File: config.mk
export PLATFORM = sky130hd
export DESIGN_NAME = crc16_serial_div
export DESIGN_NICKNAME = d
export VERILOG_FILES = /design/src/rtl/crc_pkg.sv /design/src/rtl/crc_lfsr_step.sv /design/src/rtl/crc16_serial_div.sv
export SDC_FILE = /design/constraint.sdc
export NUM_CORES = 1
export LEC_CHECK = 0
export ABC_AREA = 1
export BUFFER_PORTS_ARGS = -buffer_cell sky130_fd_sc_hd__buf_4
export CAP_MARGIN = 5
export CORE_MARGIN = 3
export CORE_UTILIZATION = 23
export DETAILED_ROUTE_END_ITERATION = 10
export SKIP_CTS_REPAIR_TIMING = 1
export SLEW_MARGIN = 20
export SYNTH_ARGS = -nofsm -noshare
export SYNTH_HDL_FRONTEND = slang
export SYNTH_SLANG_ARGS = --single-unit
File: constraint.sdc
create_clock -name Clk -period 3.11 [get_ports Clk]
set_clock_uncertainty 0.2 [all_clocks]
set_input_delay 0.622 -clock Clk [delete_from_list [all_inputs] [get_ports Clk]]
set_output_delay 0.622 -clock Clk [all_outputs]
set_load 0.03 [all_outputs]
File: src/rtl/crc_pkg.sv
// Shared CRC-16 constants, frame FSM encoding and a reference single-bit LFSR step.
// Used by the serial divider and the parallel CRC checker.
package crc_pkg;

    localparam int unsigned DATA_W = 4;
    localparam int unsigned CRC_W  = 16;
    localparam logic [CRC_W-1:0] POLY = 16'h8005;
    localparam int unsigned TOTAL  = DATA_W + CRC_W;

    typedef enum logic [1:0] {
        IDLE = 2'd0,
        RUN  = 2'd1,
        DONE = 2'd2
    } state_t;

    // Shift the new bit in at the bottom; fold the generator back in when the
    // bit leaving the top (the implicit x^16 coefficient) was set.
    function automatic logic [CRC_W-1:0] lfsr_step(
        input logic [CRC_W-1:0] r,
        input logic             b,
        input logic [CRC_W-1:0] poly
    );
        logic [CRC_W-1:0] shifted;
        shifted = {r[CRC_W-2:0], b};
        return r[CRC_W-1] ? (shifted ^ poly) : shifted;
    endfunction

endpackage

File: src/rtl/crc_lfsr_step.sv
// Combinational one-bit step of an augmented CRC long-division LFSR.
module crc_lfsr_step #(
    parameter int unsigned       CRC_W = crc_pkg::CRC_W,
    parameter logic [CRC_W-1:0] POLY  = crc_pkg::POLY
) (
    input  logic [CRC_W-1:0] r,
    input  logic             b,
    output logic [CRC_W-1:0] r_next
);

    logic [CRC_W-1:0] shifted;

    always_comb begin
        shifted = {r[CRC_W-2:0], b};
        r_next  = r[CRC_W-1] ? (shifted ^ POLY) : shifted;
    end

endmodule

File: src/rtl/crc16_serial_div.sv
// Serial CRC-16 divider: collects DATA_W message bits plus CRC_W zero pad bits
// MSB-first and presents remainder, codeword and pad-error flag at frame end.
module crc16_serial_div
    import crc_pkg::*;
#(
    parameter int unsigned       DATA_W = crc_pkg::DATA_W,
    parameter int unsigned       CRC_W  = crc_pkg::CRC_W,
    parameter logic [CRC_W-1:0] POLY   = crc_pkg::POLY
) (
    input  logic                    Clk,
    input  logic                    Reset,
    input  logic                    Start,
    input  logic                    Bit_en,
    input  logic                    Bit_in,
    output logic                    Busy,
    output logic                    Done,
    output logic [CRC_W-1:0]        Crc,
    output logic [DATA_W+CRC_W-1:0] Codeword,
    output logic                    Pad_err
);

    localparam int unsigned FRAME_LEN = DATA_W + CRC_W;
    localparam int unsigned CNT_W     = $clog2(FRAME_LEN + 1);

    state_t            state;
    logic [CNT_W-1:0]  cnt;
    logic [CRC_W-1:0]  r;
    logic [CRC_W-1:0]  r_next;
    logic [DATA_W-1:0] msg;
    logic              pad_err_q;
    logic              sample;

    crc_lfsr_step #(
        .CRC_W (CRC_W),
        .POLY  (POLY)
    ) u_step (
        .r      (r),
        .b      (Bit_in),
        .r_next (r_next)
    );

    // Start wins over Bit_en, so a bit presented alongside Start is dropped.
    assign sample = (state == RUN) && Bit_en && !Start;

    always_ff @(posedge Clk or posedge Reset) begin
        if (Reset) begin
            state     <= IDLE;
            cnt       <= '0;
            r         <= '0;
            msg       <= '0;
            pad_err_q <= 1'b0;
        end else if (Start) begin
            state     <= RUN;
            cnt       <= '0;
            r         <= '0;
            msg       <= '0;
            pad_err_q <= 1'b0;
        end else if (sample) begin
            r   <= r_next;
            cnt <= cnt + 1'b1;
            if (cnt < CNT_W'(DATA_W)) begin
                msg <= {msg[DATA_W-2:0], Bit_in};
            end else if (Bit_in) begin
                pad_err_q <= 1'b1;
            end
            if (cnt == CNT_W'(FRAME_LEN - 1)) begin
                state <= DONE;
            end
        end
    end

    assign Busy     = (state == RUN);
    assign Done     = (state == DONE);
    assign Crc      = r;
    assign Codeword = {msg, r};
    assign Pad_err  = pad_err_q;

endmodule

======== Word-level counts from Yosys, hierarchy flattened ========
Index checks and enable logic that the tools add are counted.
W data, S select, Z words.
storage, ports and cells
  memory bits (read-only) ................. 0
  memories kept ........................... 0
  latch bits .............................. 0
  register bits ........................... 28
  RAM bits ................................ 0
  bits of input ports ..................... 5
  logic and storage cells ................. 37
cells by class
  shift-type cells ........................ 0
  add/subtract/negate cells ............... 1
  reduce and logical (&&, ||, !) cells .... 10
  equality and inequality tests ........... 4
  $lt $le $gt $ge ......................... 1
  div/mod/pow operators ................... 0
  bitwise gates (word level) .............. 1
  multiplexer cells ....................... 15
  $mul .................................... 0
operators with widths
  kind                   count
  $mux W16               3
  $mux W4                3
  $mux W5                2
  $reduce_bool A2 Y1     4
  $mux W2                3
  $add A5 B1 Y5 const B  1
  $eq A5 B5 Y1 const B   1
  $lt A5 B3 Y1 const B   1
  $mux W1                4
  $reduce_and A2 Y1      2
  $not A3 Y3             1
  $reduce_and A3 Y1      1
  $eq A2 B1 Y1 const B   1
  $eq A2 B2 Y1 const B   1
  $logic_and A1 B1 Y1    2
  $ne A2 B2 Y1 const B   1
  $logic_not A1 Y1       1

======== Logic depth before layout (Yosys ltp) ========
  depth in word-level cells ............... 5
  mapped depth ............................ 6

======== By module ========
From an unflattened synthesis, not the netlist that was laid out.
unflattened totals
  cell total of the unflattened synthesis .. 188
  area, all modules ....................... 1477.7 µm²
by module, submodules not included
  module            area each (µm²)  sequential area each (µm²)  cells an instance  instances
  crc16_serial_div  1331.3           700.7                       162                1
  crc_lfsr_step     146.4            0.0                         26                 1

======== Worst setup path before layout ========
OpenSTA, ideal clock, no wires.
  path type ............................... flip-flop to output port
  start point ............................. reg state[0]
  end point ............................... out Done
  cell stages (with the launch flop) ...... 2
  required time ........................... 2.288 ns
  path slack .............................. 1.446 ns
  data arrival time ....................... 0.842 ns
  buffers on the path ..................... 0
  path through ............................ dfrtp_1 nor2_1
on the way
  longest elaborated chain between the ends .. 1
RTL lines
  what                    line                    source
  from (decl)             crc16_serial_div.sv:25  state_t state;
  from (signal assigned)  crc16_serial_div.sv:47  state <= IDLE;
  from (signal assigned)  crc16_serial_div.sv:53  state <= RUN;
  from (signal assigned)  crc16_serial_div.sv:67  state <= DONE;
  $eq A2 B2 Y1            crc16_serial_div.sv:73  assign Done = (state == DONE);
  to (decl)               crc16_serial_div.sv:16  output logic Done,
Every way passes these cells.

======== Worst setup path in the final report ========
  start point ............................. reg state[1]
  end point ............................... out Busy
on the way
  longest elaborated chain between the ends .. 1
RTL lines
  what          line                    source
  $eq A2 B1 Y1  crc16_serial_div.sv:72  assign Busy = (state == RUN);
  to (decl)     crc16_serial_div.sv:15  output logic Busy,
Every way passes these cells.

==> results.cfg <==
[sta]
slew_headroom_pct = 59.11
period_needed_ns = 1.869
fin_crit_sh_pct = 60.11
final_max_slew_viol_count = 0
timing.fmax_mhz = 534.9
setup_ws_ns = 1.241
worst_pin_slew_ns = 0.6124
tns_ns = 0
rsz0062_at_grt = no
setup_viol = 0
hold_violations = 0

[place]
dp_worst_setup_slack_ns = 1.250
dp_hpwl_um = 2067
routabilityCongestion = 0.7855
placedInstanceArea_mm2 = 0.001658
port_buffers = 43
dp.cells = 255

[routing]
drtPass1Iterations = 4
drt-initial-drc-count = 96
post_drt_wl_per_cell_um = 11.05
ant_nets = 0
remaining_drc_errors = 0
wl_um = 2861
vias = 1095
via_per_inst = 4.228

[grt]
grt_pass1_wl_um = 4636
grt_antenna_before_repair = 0
grtUsageMet3_pct = 1.963
grtUsageTotal_pct = 7.865
grt_overflow_total = 0
grtUsageMet1_pct = 10.39
busiest_layer = met2
grt_pass1_vias = 997
grt_use_met2_pct = 12.77
grt_max_degree = 41

[clock_network]
worstSkewPairLatency_ns = 0.27
root_buffer = clkbuf_8
cts_tree = built
clk_path_buf_depth = 2
htree_levels = 1
clock_sinks = 28
numCtsBuffers = 3
path_clk_slew_ns = 0.10

[yosys]
yosys_warnings = 0
synthDistinctLibCells = 20
synth_top_family_by_area = simple AND/OR/NAND/NOR gates
synthMuxAreaShare_pct = 0
synth_area_per_cell_um2 = 8.673
synthAdderAreaFrac_pct = 0.8905
synth_cells = 162
ys_seq_area_share_pct = 49.87
synth_xor_xnor_area_share_pct = 2.493
yosys_register_bits = 28
syn-num-nets = 168
yosys.area_share.simple_pct = 23.69
synth_compound_area_share_pct = 8.192
synth.cell_area_mm2 = 0.001405

[setup_path]
cp_common_cell = inv_1
slowest_delay_ns = 0.37
end_kind = primary output
worstPathRequired_ns = 2.29
crit_family = flip-flops
path_max_fanout = 4
cp_slowest_cell = dfrtp_1
worstPathArrival_ns = 1.05
start_kind = register
crit_buf_inv = 3
criticalPathCategory = reg2out
path_cells = inv_1 -> nand2_1 -> inv_1 -> buf_4

[finish]
mostFrequentLayoutCell = buf_4
final_core_util_pct = 30.29
final_cells = 259
drive_gt1_share_pct = 28.88
fill_cells = 603
areaGrowthSynthToFinish_pct = 23.06
final_cell_mix = buf_4 (44), nand2_1 (37), dfrtp_1 (28)
fin_area_mm2 = 0.001729
nets = 194
diodes = 0

[die]
io_pins = 44
core_region_area_mm2 = 0.005709
die_h_um = 84.16
num_rows = 27
fp.dieArea_mm2 = 0.007083
initial_core_util_pct = 24.61
die_x_um = 84.16

[min_path]
hold_path_class = in2async

[power]
leakage_nw = 0.8950
ir_drop_v = 0.0002422
power.density_mw_per_mm2 = 421.2

[outcome]
run_status = completed

[job]
drv_cap = 0
-- through the flow --
stage	power, mW	hold slack [ns]
after floorplan	0.4335	0.3061
after global placement	0.4497	0.2793
after detailed placement	0.4502	0.2782
after CTS	0.7329	0.2221
after global routing	0.7552	0.2395
final	0.7284	0.2006
-- power breakdown --
group / internal [mW] / leakage, nW / total, mW / switching (mW)
Clock: 0.172 / 0.0357 / 0.286 / 0.114
Combinational: 0.0197 / 0.477 / 0.0657 / 0.0460
Sequential: 0.370 / 0.382 / 0.376 / 0.00631
-- worst paths after layout --
path                          start  endpoint  slack [ns]  depth (start not counted)
setup / recovery           state[1]      Busy        1.24                          4
max in group asynchronous     Reset    cnt[1]        2.25                          3
hold reg to reg             Pad_err   Pad_err        0.29                          2
min in group Clk            Pad_err   Pad_err        0.29                          2
setup reg to reg           state[1]  state[0]        1.49                          6
hold / removal                Reset    msg[3]        0.20                          3
-- layout make-up --
cell class | count | area, um^2 | area share, %
sequential | 28 | 700.7 | 40.52
multi-input combinational | 100 | 495.5 | 28.65
timing repair buffer | 44 | 330.3 | 19.10
tap | 72 | 90.09 | 5.210
clock buffer | 3 | 41.29 | 2.388
inverter | 11 | 41.29 | 2.388
clock inverter | 1 | 30.03 | 1.737
-- worst min-delay path, delay by kind of cell --
kind,cells,cell delay [ns]
buf+inv,3,0.47
-- cells by family (layout without fill, tap and decap cells) --
kind of cell | Yosys count | in the layout
AND/OR/NAND/NOR | 74 | 74
adder cells (fa/ha/maj) | 1 | 1
XOR/XNOR | 4 | 4
AO/OA/AOI/OAI | 21 | 21
flip-flops | 28 | 28
buffers and inverters | 34 | 59
-- metal layers --
layer | up-vias | part of all wire, %
met5 | - | 0
met1 | 506 | 47
met4 | 0 | 0.94
li1 | 557 | -
met3 | 4 | 6.1
met2 | 28 | 46
-- sequential cells by signal, summed over array words and instances, names as in the netlist --
register and cells:
msg 4, Pad_err 1, state 2, Crc 16, cnt 5
-- cells in the mapped netlist, drive strengths merged --
library cell | instances | area [um^2]
dfrtp | 28 | 700.7
nand2 | 38 | 145.1
xor2 | 4 | 35.03
ha | 1 | 12.51
nand3 | 24 | 132.6
o211ai | 1 | 7.510
nor2b | 1 | 6.260
a21oi | 2 | 10.01
inv | 11 | 41.29
buf | 23 | 167.7
nor2 | 11 | 48.80
o21ai | 17 | 85.08
o31ai | 1 | 12.51
Note: power is estimated with default switching activity, not from simulation.
